[config.mk]
export PLATFORM = sky130hd
export DESIGN_NAME = wide_add_sequencer
export DESIGN_NICKNAME = d
export VERILOG_FILES = /design/src/rtl/wide_add_sequencer_pkg.sv /design/src/rtl/wide_add_sequencer_cla.sv /design/src/rtl/wide_add_sequencer.sv
export SDC_FILE = /design/constraint.sdc
export NUM_CORES = 1
export LEC_CHECK = 0
export BUFFER_PORTS_ARGS = -buffer_cell sky130_fd_sc_hd__buf_2
export CORE_MARGIN = 2
export CORE_UTILIZATION = 55
export CTS_BUF_LIST = sky130_fd_sc_hd__clkbuf_8
export CTS_CLUSTER_DIAMETER = 30
export DETAILED_ROUTE_END_ITERATION = 8
export GPL_TIMING_DRIVEN = 0
export MAX_ROUTING_LAYER = met4
export PLACE_DENSITY = 0.88
export SYNTH_ARGS = -nofsm -noshare
export SYNTH_HDL_FRONTEND = slang
export SYNTH_SLANG_ARGS = --single-unit
[constraint.sdc]
create_clock -name clk_i -period 8.39 [get_ports clk_i]
set_input_delay 1.2585 -clock clk_i [delete_from_list [all_inputs] [get_ports clk_i]]
set_output_delay 1.2585 -clock clk_i [all_outputs]
set_load 0.005 [all_outputs]
[src/rtl/wide_add_sequencer_pkg.sv]
// Shared definitions for the word-serial wide adder: word width, FSM states and
// the index-width helper used to size the word counter.
package wide_add_pkg;

    localparam int WORD_W = 32;

    typedef enum logic [1:0] {
        ST_IDLE = 2'd0,
        ST_RUN  = 2'd1,
        ST_DONE = 2'd2
    } wadd_state_e;

    // A single-word operand still needs a one-bit index register.
    function automatic int idx_width(input int words);
        return (words > 1) ? $clog2(words) : 1;
    endfunction

endpackage

[src/rtl/wide_add_sequencer_cla.sv]
// 32-bit carry-lookahead adder: eight 4-bit lookahead groups whose group
// generate/propagate terms produce the carry into the next group.
module cla_adder_32bit (
    input  logic [31:0] a_i,
    input  logic [31:0] b_i,
    input  logic        cin_i,
    output logic [31:0] sum_o,
    output logic        cout_o
);

    // Per-group lookahead carries, then sum bits from propagate xor carry.
    always_comb begin : cla_calc
        logic [31:0] g_v;
        logic [31:0] p_v;
        logic [32:0] c_v;
        logic        gg_v;
        logic        pg_v;
        int          b;
        g_v    = a_i & b_i;
        p_v    = a_i ^ b_i;
        c_v    = 33'd0;
        gg_v   = 1'b0;
        pg_v   = 1'b0;
        c_v[0] = cin_i;
        for (int k = 0; k < 8; k++) begin
            b = 4 * k;
            c_v[b+1] = g_v[b] | (p_v[b] & c_v[b]);
            c_v[b+2] = g_v[b+1] | (p_v[b+1] & g_v[b]) | (p_v[b+1] & p_v[b] & c_v[b]);
            c_v[b+3] = g_v[b+2] | (p_v[b+2] & g_v[b+1]) | (p_v[b+2] & p_v[b+1] & g_v[b])
                     | (p_v[b+2] & p_v[b+1] & p_v[b] & c_v[b]);
            gg_v = g_v[b+3] | (p_v[b+3] & g_v[b+2]) | (p_v[b+3] & p_v[b+2] & g_v[b+1])
                 | (p_v[b+3] & p_v[b+2] & p_v[b+1] & g_v[b]);
            pg_v = p_v[b+3] & p_v[b+2] & p_v[b+1] & p_v[b];
            c_v[b+4] = gg_v | (pg_v & c_v[b]);
        end
        sum_o  = p_v ^ c_v[31:0];
        cout_o = c_v[32];
    end

endmodule

[src/rtl/wide_add_sequencer.sv]
// Word-serial wide adder: latches WORDS*32-bit operands, adds one word per cycle
// (least significant first) through a single CLA, and holds the result until taken.
module wide_add_sequencer
    import wide_add_pkg::*;
#(
    parameter int WORDS = 4
) (
    input  logic                      clk_i,
    input  logic                      rst_ni,
    input  logic                      req_valid_i,
    output logic                      req_ready_o,
    input  logic [WORDS*WORD_W-1:0]   a_i,
    input  logic [WORDS*WORD_W-1:0]   b_i,
    input  logic                      cin_i,
    input  logic                      abort_i,
    output logic                      rsp_valid_o,
    input  logic                      rsp_ready_i,
    output logic [WORDS*WORD_W-1:0]   sum_o,
    output logic                      cout_o,
    output logic                      busy_o
);

    localparam int                OP_W     = WORDS * WORD_W;
    localparam int                IDX_W    = idx_width(WORDS);
    localparam logic [IDX_W-1:0]  LAST_IDX = IDX_W'(WORDS - 1);

    wadd_state_e        state_r;
    wadd_state_e        state_nxt_s;
    logic [IDX_W-1:0]   idx_r;
    logic               carry_r;
    logic [OP_W-1:0]    a_op_r;
    logic [OP_W-1:0]    b_op_r;
    logic [OP_W-1:0]    sum_r;
    logic               cout_r;
    logic               rsp_valid_r;
    logic [WORD_W-1:0]  add_a_s;
    logic [WORD_W-1:0]  add_b_s;
    logic [WORD_W-1:0]  add_sum_s;
    logic               add_cout_s;
    logic               last_s;

    assign last_s      = (idx_r == LAST_IDX);
    assign req_ready_o = (state_r == ST_IDLE);
    assign busy_o      = (state_r != ST_IDLE);
    assign rsp_valid_o = rsp_valid_r;
    assign sum_o       = sum_r;
    assign cout_o      = cout_r;

    // Select the current word of each registered operand for the adder.
    always_comb begin
        add_a_s = a_op_r[int'(idx_r)*WORD_W +: WORD_W];
        add_b_s = b_op_r[int'(idx_r)*WORD_W +: WORD_W];
    end

    cla_adder_32bit u_cla (
        .a_i    (add_a_s),
        .b_i    (add_b_s),
        .cin_i  (carry_r),
        .sum_o  (add_sum_s),
        .cout_o (add_cout_s)
    );

    // Next-state decode; abort takes priority over the response handshake.
    always_comb begin
        state_nxt_s = state_r;
        case (state_r)
            ST_IDLE: begin
                if (req_valid_i) state_nxt_s = ST_RUN;
                else             state_nxt_s = ST_IDLE;
            end
            ST_RUN: begin
                if (abort_i)     state_nxt_s = ST_IDLE;
                else if (last_s) state_nxt_s = ST_DONE;
                else             state_nxt_s = ST_RUN;
            end
            ST_DONE: begin
                if (abort_i)          state_nxt_s = ST_IDLE;
                else if (rsp_ready_i) state_nxt_s = ST_IDLE;
                else                  state_nxt_s = ST_DONE;
            end
            default: state_nxt_s = ST_IDLE;
        endcase
    end

    // State, operand capture, per-word accumulation and result hold.
    always_ff @(posedge clk_i or negedge rst_ni) begin
        if (!rst_ni) begin
            state_r     <= ST_IDLE;
            idx_r       <= {IDX_W{1'b0}};
            carry_r     <= 1'b0;
            a_op_r      <= {OP_W{1'b0}};
            b_op_r      <= {OP_W{1'b0}};
            sum_r       <= {OP_W{1'b0}};
            cout_r      <= 1'b0;
            rsp_valid_r <= 1'b0;
        end else begin
            state_r <= state_nxt_s;
            case (state_r)
                ST_IDLE: begin
                    if (req_valid_i) begin
                        a_op_r  <= a_i;
                        b_op_r  <= b_i;
                        carry_r <= cin_i;
                        idx_r   <= {IDX_W{1'b0}};
                        sum_r   <= {OP_W{1'b0}};
                    end
                end
                ST_RUN: begin
                    if (abort_i) begin
                        carry_r <= 1'b0;
                    end else begin
                        sum_r[int'(idx_r)*WORD_W +: WORD_W] <= add_sum_s;
                        carry_r <= add_cout_s;
                        // The index parks on the last word instead of wrapping.
                        if (last_s) begin
                            cout_r      <= add_cout_s;
                            rsp_valid_r <= 1'b1;
                        end else begin
                            idx_r <= idx_r + IDX_W'(1);
                        end
                    end
                end
                ST_DONE: begin
                    if (abort_i) begin
                        carry_r     <= 1'b0;
                        rsp_valid_r <= 1'b0;
                    end else if (rsp_ready_i) begin
                        rsp_valid_r <= 1'b0;
                    end
                end
                default: rsp_valid_r <= 1'b0;
            endcase
        end
    end

endmodule

==> After elaboration in Yosys (flattened, before gate mapping) <==
Index checks and enable logic that the tools add are counted.
{ "classes": {"n_addsub": 2, "n_eq_ne": 9, "shifts": 4, "muxes": 23, "n_bitwise": 213, "reduce_logical": 10} }
{ "op_table": {"columns": ["operator", "count"], "rows": [
  ["two-way mux 128 bit", 2],
  ["case mux 128 bit (2 select lines)", 1],
  ["indexed part select 128 x 8 -> 32 bit", 2],
  ["bitwise AND 1 bit", 128],
  ["bitwise mux 128 bit", 1],
  ["variable shift 32 x 33 -> 128 bit (first input constant)", 1],
  ["indexed part select 32 x 33 -> 128 bit", 1],
  ["bitwise OR 1 bit", 80],
  ["bitwise XOR 32 bit", 2],
  ["negation 7 -> 33 bit", 1],
  ["bitwise AND 32 bit", 1],
  ["two-way mux 2 bit", 7],
  ["!= test 2 bit (second input constant)", 5],
  ["AND reduction 3 bit", 3],
  ["two-way mux 1 bit", 8],
  ["AND reduction 4 bit", 2],
  ["case mux 1 bit (3 select lines)", 2],
  ["case mux 2 bit (3 select lines)", 1],
  ["equality test 2 bit (second input constant)", 2],
  ["case mux 2 bit (2 select lines)", 1],
  ["nonzero test 2 bit", 2],
  ["!= test 3 bit (second input constant)", 1],
  ["nonzero test 3 bit", 1],
  ["adder 2 x 1 -> 2 bit (second input constant)", 1],
  ["other kinds (4)", 5]
]} }
{ "word_totals": {"ff_bits": 391, "input_bits": 262} }

==> Depth between registers and ports, before layout <==
Gate-level depths: netlist of run 1.
{ "depth": {"ltp_word": 26, "mapped_depth": 13} }

==> By module <==
From an unflattened synthesis of run 1, not the netlist that was laid out.
{ "hier_totals": {"cells_unflattened": 1329, "hier_area_um2": 18806.8} }
{ "modules_own_cells": {"columns": ["mod", "instances", "cells_each", "area_each_um2"], "rows": [
  ["wide_add_sequencer", 1, 1172, 17410.4],
  ["cla_adder_32bit", 1, 157, 1396.3]
]} }

==> Worst setup path after synthesis of run 1 <==
Ideal clock, no wire load.
{ "synth_path": {"path_type": "register to register", "startpoint": "register idx_r[0]", "endpoint": "register sum_r[109] (netlist: sum_o[109])", "arrival_time_ns": 3.645, "required_ns": 8.269, "slack_ns": 4.624, "stages_incl_launch_ff": 14, "path_buffers": 2, "period_less_slack_ns": 3.766, "cell_sequence": "dfrtp_1 > buf_1 > buf_2 > mux4_2 > ha_1 > a21o_1 > a21oi_2 > a21oi_1 > o21a_1 > o21ai_0 > o211ai_1 > fa_1 > xor2_1 > a22o_1"} }
{ "synth_between": {"elab_chain_cells": 26} }
{ "synth_rtl": {"columns": ["element", "line_no", "source"], "rows": [
  ["start: declaration", "wide_add_sequencer.sv:29", "logic [IDX_W-1:0] idx_r;"],
  ["start signal: assignment", "wide_add_sequencer.sv:89", "idx_r <= {IDX_W{1'b0}};"],
  ["start signal: assignment", "wide_add_sequencer.sv:104", "idx_r <= {IDX_W{1'b0}};"],
  ["start signal: assignment", "wide_add_sequencer.sv:119", "idx_r <= idx_r + IDX_W'(1);"],
  ["indexed part select 128 x 8 -> 32 bit (on tied branches)", "wide_add_sequencer.sv:51, wide_add_sequencer.sv:52", null],
  ["bitwise XOR 32 bit or bitwise AND 32 bit (tied branches)", "wide_add_sequencer_cla.sv:20, wide_add_sequencer_cla.sv:19", null],
  ["bitwise AND 1 bit (on tied branches)", "wide_add_sequencer_cla.sv:31, wide_add_sequencer_cla.sv:32, wide_add_sequencer_cla.sv:33", null],
  ["bitwise OR 1 bit, or another cell as far along (2 in series)", "wide_add_sequencer_cla.sv:31", "gg_v = g_v[b+3] | (p_v[b+3] & g_v[b+2]) | (p_v[b+3] & p_v[b+2] & g_v[b+1])"],
  ["bitwise OR 1 bit or bitwise AND 1 bit (tied branches)", "wide_add_sequencer_cla.sv:32, wide_add_sequencer_cla.sv:34", null],
  ["bitwise OR 1 bit", "wide_add_sequencer_cla.sv:34", "c_v[b+4] = gg_v | (pg_v & c_v[b]);"],
  ["bitwise AND 1 bit", "wide_add_sequencer_cla.sv:34", null],
  ["bitwise OR 1 bit", "wide_add_sequencer_cla.sv:34", null],
  ["[... 9 more ...]", null, null],
  ["bitwise OR 1 bit", "wide_add_sequencer_cla.sv:34", null],
  ["bitwise AND 1 bit (on tied branches)", "wide_add_sequencer_cla.sv:27, wide_add_sequencer_cla.sv:28, wide_add_sequencer_cla.sv:30", null],
  ["bitwise OR 1 bit (on tied branches)", "wide_add_sequencer_cla.sv:27, wide_add_sequencer_cla.sv:28, wide_add_sequencer_cla.sv:30", null],
  ["bitwise XOR 32 bit", "wide_add_sequencer_cla.sv:36", "sum_o = p_v ^ c_v[31:0];"],
  ["indexed part select 32 x 33 -> 128 bit", "wide_add_sequencer.sv:112", "sum_r[int'(idx_r)*WORD_W +: WORD_W] <= add_sum_s;"],
  ["bitwise mux 128 bit *", "wide_add_sequencer.sv:112", null],
  ["two-way mux 128 bit *", "wide_add_sequencer.sv:109", "if (abort_i) begin"],
  ["case mux 128 bit (2 select lines) *", "wide_add_sequencer.sv:98", "case (state_r)"],
  ["end signal: assignment", "wide_add_sequencer.sv:93", "sum_r <= {OP_W{1'b0}};"],
  ["end signal: assignment", "wide_add_sequencer.sv:105", "sum_r <= {OP_W{1'b0}};"],
  ["end signal: indexed assignment", "wide_add_sequencer.sv:112", null],
  ["end: declaration", "wide_add_sequencer.sv:33", "logic [OP_W-1:0] sum_r;"]
]} }
Mark *: on every way between the ends. The rest lies on a longest branch, timed or not. The select of a mux whose other input is x is not followed.
A chain may end at the register's enable or synchronous reset.

==> Worst setup path in the final report of run 1 <==
{ "layout_path": {"startpoint": "register idx_r[0]", "endpoint": "register sum_r[19] (netlist: sum_o[19])"} }
The elaborated chain is that of the path after synthesis.

==> qor.csv, run 1 <==
metric,value,unit
status,completed,
Resized Gates After CTS,0,
Syn Area/Cell,14.6,um2
syn nets,1509,
Vias,12900,
initial antenna violation count,27,
worst vdd ir,242,uV
RSZ-0062 raised after global routing,no,
Setup Buffers After CTS,0,
gr ovfl total,0,
CP Class,flop to flop,
"Core Util, Final",69.6,%
wire length per cell,24.0,um
critical path required time,8.79,ns
Max-slew headroom,15.5,%
Critical Path Fanout Max,10,
post-synthesis sequential area ratio,55.9,%
worst min-delay path class,flop to flop,
Worst R2R Path Depth,12,
Gate Count Post-Synth,1199,
total power,9.34,mW
first-pass GRT wire length,78.4,mm
Antenna Nets Post-Route,0,
WL met2,25.5,mm
PwrDens,427,nW/um2
final slew viol count,0,
Leak,10.4,nW
Yosys Warn Count,0,
Clock Pin Slew Worst Setup and Hold Paths,0.06,ns
I/O pins,394,
worst path cell trace,buf_1 -> buf_2 -> mux4_2 -> ha_1 -> a21o_1 -> a21oi_2 -> a211oi_2 -> o21bai_4 -> a21oi_1 -> nor4_1 -> a311oi_1 -> o21ai_0,
area grow syn2layout,25.1,%
die height,182,um
top sig layer,met4,
"Cell Area, Synth",17500,um2
standard-cell rows,65,
core area,31500,um2
Crit-path slowest cell,a311oi_1,
Yosys cell types,60,
crit path DAT,5.69,ns
maximum clock insertion buffer count,3,
CP max stage delay,1.00,ns
TritonCTS buffer count,78,
WL met1,20.2,mm
final period utilization,63.0,%
CTS tree,yes,
clk sinks,391,
TritonRoute pass-1 iters,5,
WL final,51.9,mm
pre-CTS WS,3.23,ns
final hold viol count,0,
met3 WL,3.96,mm
Max-Cap Viols,0,
fraction of layout cells with a size suffix above 1,49.9,%
hold depth,2,
clk_skew,0.0461,ns
Crit path max-delay family,compound AO/OA/AOI/OAI gates,
GRT Resource Usage Total,32.4,%
full die area,33300,um2
Synth Register Bits,391,
Post-synth ARST share,100,%
largest net degree at the start of global routing,131,
routability-driven placement congestion ratio,0.875,
root buf cell,clkbuf_8,
initial DRC count,860,
crit path launch type,flop,
"EDFF count, synth",0,
CTS H-tree lvls,3,
minimum clock period,5.29,ns
vias per std cell,5.98,
vias in the first global route,13700,
pin slew with the least headroom to its limit,1.26,ns
dpl hpwl,37.8,mm
CTS Hold Bufs,0,
final worst slack,3.10,ns
chip width,182,um
clk_lat worst skew,0.60,ns
drt drc,0,
Initial Utilization,55.6,%
CP bufs+invs,2,
I/O Buffers,392,
Stages on worst setup path,12,
R2R Setup Slk,3.10,ns
Final #Nets,1984,
# setup viols final,0,
FMAX,189,MHz
Synth Flop Type,dfrtp_1,
Critical Path End Type,flop,
Hold WS,0.483,ns
==> layout make-up <==
| type | count | area, um2 |
|---|---|---|
| repair buffers | 395 | 2050 |
| clock inverters | 48 | 519 |
| plain buffers | 71 | 277 |
| flip-flops and latches | 391 | 9780 |
| clock buffers | 91 | 1250 |
| well taps | 402 | 503 |
| inverters | 11 | 41.3 |
| diodes | 27 | 67.6 |
| fillers | 2114 | 9570 |
| multi-input cells | 726 | 7400 |
==> layer usage <==
| metal | up-vias | global-route usage, % |
|---|---|---|
| met1 | 6616 | 39.9 |
| met5 | - | - |
| met4 | 0 | 14.3 |
| met3 | 174 | 7.28 |
| met2 | 663 | 51.8 |
| li1 | 5486 | - |
==> flip-flops by register name, indices dropped and copies added (netlist names) <==
| signal | cells |
|---|---|
| rsp_valid_o | 1 |
| a_op_r | 128 |
| idx_r | 2 |
| state_r | 2 |
| cout_o | 1 |
| b_op_r | 128 |
| sum_o | 128 |
| carry_r | 1 |
==> metrics by stage <==
| stage | instance area (um2) | std cells | TNS (ns) |
|---|---|---|---|
| floorplan | 17500 | 1199 | 0 |
| global placement | 20000 | 1993 | -437.15 |
| detailed placement | 20100 | 1996 | 0 |
| CTS | 21800 | 2135 | 0 |
| global route | 21900 | 2162 | 0 |
| finish | 21900 | 2162 | 0 |
==> cells in the mapped netlist (5+ instances only) <==
cell	instances	area, um2
nor2b_1	10	62.6
nand3_1	7	35.0
a22o_1	97	850
nor2_1	20	75.1
buf_1	5	18.8
a21o_1	5	37.5
mux4_2	64	1440
xor2_1	10	87.6
nand2_1	58	218
dfrtp_1	391	9780
a21oi_1	29	145
a32o_1	5	50.1
and3_1	5	31.3
o21ai_0	35	175
xnor2_1	7	61.3
inv_1	11	41.3
buf_2	8	40.0
mux2_2	257	2890
fa_1	8	160
ha_1	40	500
clkbuf_1	58	218
nor3_1	5	25.0
o21a_1	6	45.0
==> where the power goes <==
group          switching (mW)  internal, mW  leakage, nW
clock network           0.874          1.31        0.950
logic                    2.62          1.75         4.55
registers               0.325          2.46         4.85
total                    3.82          5.52         10.4
==> logic make-up after synthesis <==
group / Yosys count / synth area share, %
fa+ha+maj: 48 / 3.77
xor+xnor: 18 / 0.944
mux: 322 / 24.8
flops: 391 / 55.9
compound gates: 206 / 8.96
buf+inv: 82 / 1.82
simple gates: 132 / 3.78
==> worst reg2reg max path, stage by stage (launching register included) <==
cell	delay, ns
dfrtp_1	0.45
buf_1	0.72
buf_2	0.49
mux4_2	0.58
ha_1	0.40
a21o_1	0.16
a21oi_2	0.10
a211oi_2	0.42
o21bai_4	0.15
a21oi_1	0.26
nor4_1	0.09
a311oi_1	1.00
o21ai_0	0.26
==> cells in the final DEF, fill, tap and decap left out, types with 6 or more instances in the layout <==
master | synthesis | layout
nand2_1 | 58 | 58
o21a_1 | 6 | 6
a22o_1 | 97 | 97
inv_1 | 11 | 25
mux4_2 | 64 | 64
xnor2_1 | 7 | 7
a21oi_1 | 29 | 29
bufinv_16 | 0 | 10
clkinvlp_4 | 0 | 6
dfrtp_1 | 391 | 391
clkinv_2 | 0 | 13
clkbuf_8 | 0 | 91
clkbuf_1 | 58 | 58
nand3_1 | 7 | 7
fa_1 | 8 | 8
ha_1 | 40 | 40
nor2_1 | 20 | 20
nor2b_1 | 10 | 10
o21ai_0 | 35 | 35
buf_2 | 8 | 399
xor2_1 | 10 | 10
mux2_2 | 257 | 257
diode_2 | 0 | 27
==> final timing paths <==
kind / from / to
hold / removal: sum_o[124] / sum_o[124]
max in group asynchronous: rst_ni / a_op_r[29]
hold reg to reg: sum_o[124] / sum_o[124]
setup / recovery: idx_r[0] / sum_o[19]
setup reg to reg: idx_r[0] / sum_o[19]
min in group asynchronous: rst_ni / a_op_r[39]
No activity file was read; power rests on OpenSTA's default activity.
==> run 2: changes to the inputs <==
Clock period 8.39 ns to 4.9 ns, I/O delays scaled along.
==> run 2 against run 1 <==
Net effect: non-clock buffer count is 1 higher; clock-buffer cell count stayed put; routed wire length hardly changed; global-route usage hardly changed; first-iteration DRC count is 6.2% lower; hold slack worse by 0.11 ns; die area stayed put; clock skew is 0.0030 ns lower; flip-flop and latch count stayed put; maximum frequency is 12% higher; largest power group unchanged.
==> qor.csv, run 2 (same netlist as run 1, synthesis figures left out) <==
metric,value,unit,change
CP max stage delay,0.60,ns,was 1.00 ns
area grow syn2layout,25.3,%,was 25.1%
root buf cell,clkbuf_8,,unchanged
gr ovfl total,0,,unchanged
worst min-delay path class,primary input to flop,,was flop to flop
CP bufs+invs,2,,unchanged
final period utilization,96.6,%,was 63.0%
initial DRC count,807,,was 860
"most used cell, CP",buf_2,,
Net Sw Power,6.58,mW,was 3.82 mW
Clock Pin Slew Worst Setup and Hold Paths,0.06,ns,about the same
clk_lat worst skew,0.60,ns,about the same
P_int,9.48,mW,was 5.52 mW
Initial Utilization,55.6,%,unchanged
status,completed,,unchanged
Crit-path slowest cell,xor2_1,,was a311oi_1
Final Cell Area,21900,um2,about the same
I/O pins,394,,unchanged
dpl hpwl,37.8,mm,unchanged
crit path DAT,5.25,ns,was 5.69 ns
Vias,12900,,about the same
critical path required time,5.42,ns,was 8.79 ns
largest net degree at the start of global routing,131,,unchanged
PwrDens,732,nW/um2,was 427 nW/um2
hold depth,2,,unchanged
routability-driven placement congestion ratio,0.875,,unchanged
clk sinks,391,,unchanged
first-pass GRT wire length,78.5,mm,was 78.4 mm
TritonCTS buffer count,78,,unchanged
maximum clock insertion buffer count,3,,unchanged
TritonRoute pass-1 iters,5,,unchanged
core area,31500,um2,unchanged
Worst R2R Path Depth,13,,was 12
drt drc,0,,unchanged
CTS tree,yes,,unchanged
WL final,52.0,mm,was 51.9 mm
Max-slew headroom,34.4,%,was 15.5%
Crit path max-delay family,compound AO/OA/AOI/OAI gates,,unchanged
I/O Buffers,392,,unchanged
combinational share of power,47.0,%,was 46.8%
Stages on worst setup path,13,,was 12
initial antenna violation count,27,,unchanged
die height,182,um,unchanged
GRT Resource Usage Total,32.4,%,about the same
"most common cell after layout, fill and taps aside",buf_2,,unchanged
clk_skew,0.0430,ns,was 0.0461 ns
chip width,182,um,unchanged
CTS H-tree lvls,3,,unchanged
Setup Buffers After CTS,0,,unchanged
Hold WS,0.369,ns,was 0.483 ns
final hold viol count,0,,unchanged
wire length per cell,24.0,um,about the same
worst path cell trace,buf_2 -> buf_2 -> mux4_2 -> ha_1 -> a21o_1 -> a21oi_2 -> a21oi_1 -> o21a_1 -> o21ai_0 -> o211ai_1 -> fa_1 -> xor2_1 -> a22o_1,,was buf_1 -> buf_2 -> mux4_2 -> ha_1 -> a21o_1 -> a21oi_2 -> a211oi_2 -> o21bai_4 -> a21oi_1 -> nor4_1 -> a311oi_1 -> o21ai_0
full die area,33300,um2,unchanged
minimum clock period,4.73,ns,was 5.29 ns
Antenna Nets Post-Route,0,,unchanged
vias per std cell,5.96,,was 5.98
CP Class,flop to flop,,unchanged
worst vdd ir,398,uV,was 242 uV
FMAX,211,MHz,was 189 MHz
most frequent cells in the layout,"buf_2 (399), dfrtp_1 (391), mux2_2 (257)",,unchanged
standard-cell rows,65,,unchanged
final slew viol count,0,,unchanged
RSZ-0062 raised after global routing,no,,unchanged
crit path launch type,flop,,unchanged
Final #Nets,1985,,was 1984
fraction of layout cells with a size suffix above 1,50.1,%,was 49.9%
Clock Power Share,23.3,%,was 23.4%
Reg power frac,29.7,%,was 29.8%
pin slew with the least headroom to its limit,0.984,ns,was 1.26 ns
# setup viols final,0,,unchanged
Leak,10.4,nW,about the same
Max-Cap Viols,0,,unchanged
Critical Path End Type,flop,,unchanged
vias in the first global route,13800,,was 13700
Critical Path Fanout Max,10,,unchanged
dpl cell area,20100,um2,unchanged
switch share,41.0,%,was 40.9%
[run 2: area by class of cell]
cell class / instances / area [um2]
antenna: 27 / 67.6
buffer: 71 / 282
clock buffer: 91 / 1250
clock inverter: 48 / 519
fill: 2113 / 9550
inverter: 11 / 41.3
multi-input combinational: 726 / 7410
sequential: 391 / 9780
tap: 402 / 503
timing repair buffer: 396 / 2060
[run 2: per-layer routing]
metal | track usage, % | vias to the layer above | share of wire (%)
li1 | - | 5480 | -
met4 | 14.4 | 0 | 4.3
met3 | 7.26 | 162 | 7.6
met5 | - | - | 0
met2 | 51.8 | 648 | 49
met1 | 39.9 | 6612 | 39
[run 2: per-stage QoR]
| step | instances | TNS (ns) | power, mW | utilization, % | setup WS (ns) |
|---|---|---|---|---|---|
| floorplan | 1199 | 0 | 9.45 | - | 1.13 |
| global placement | 1993 | -1597.93 | 11.8 | 63.4 | -4.12 |
| detailed placement | 1996 | -1.42 | 12.1 | 63.7 | -0.265 |
| CTS | 2136 | 0 | 16.0 | 69.5 | 0.123 |
| global route | 2163 | 0 | 16.9 | 69.7 | 0.0145 |
| finish | 2163 | 0 | 16.1 | 69.7 | 0.166 |
[run 2: path summary, 6_finish.rpt]
kind,startpoint,to,slack (ns)
setup / recovery,idx_r[0],sum_o[109],0.17
hold / removal,a_i[36],a_op_r[36],0.37
setup reg to reg,idx_r[0],sum_o[109],0.17
hold reg to reg,sum_o[116],sum_o[116],0.48
max in group asynchronous,rst_ni,a_op_r[29],2.87
min in group asynchronous,rst_ni,a_op_r[39],0.59
[run 2: what timing repair did]
| item | in CTS | in global routing |
|---|---|---|
| endpoints found under the setup margin | 17 | 27 |
| hold buffers | 1 | 0 |
| gates resized for setup | 4 | 6 |
| hold endpoints to repair | 24 | 0 |
| pin swaps | 0 | 0 |
[run 2: power groups by stage]
| stage | logic (mW) | registers [mW] | clock network (mW) |
|---|---|---|---|
| after detailed placement | 7.36 | 4.78 | 0 |
| after global placement | 7.11 | 4.70 | 0 |
| after global routing | 8.07 | 4.86 | 3.93 |
| after floorplan | 4.86 | 4.59 | 0 |
| final | 7.54 | 4.77 | 3.74 |
| after CTS | 7.45 | 4.75 | 3.76 |
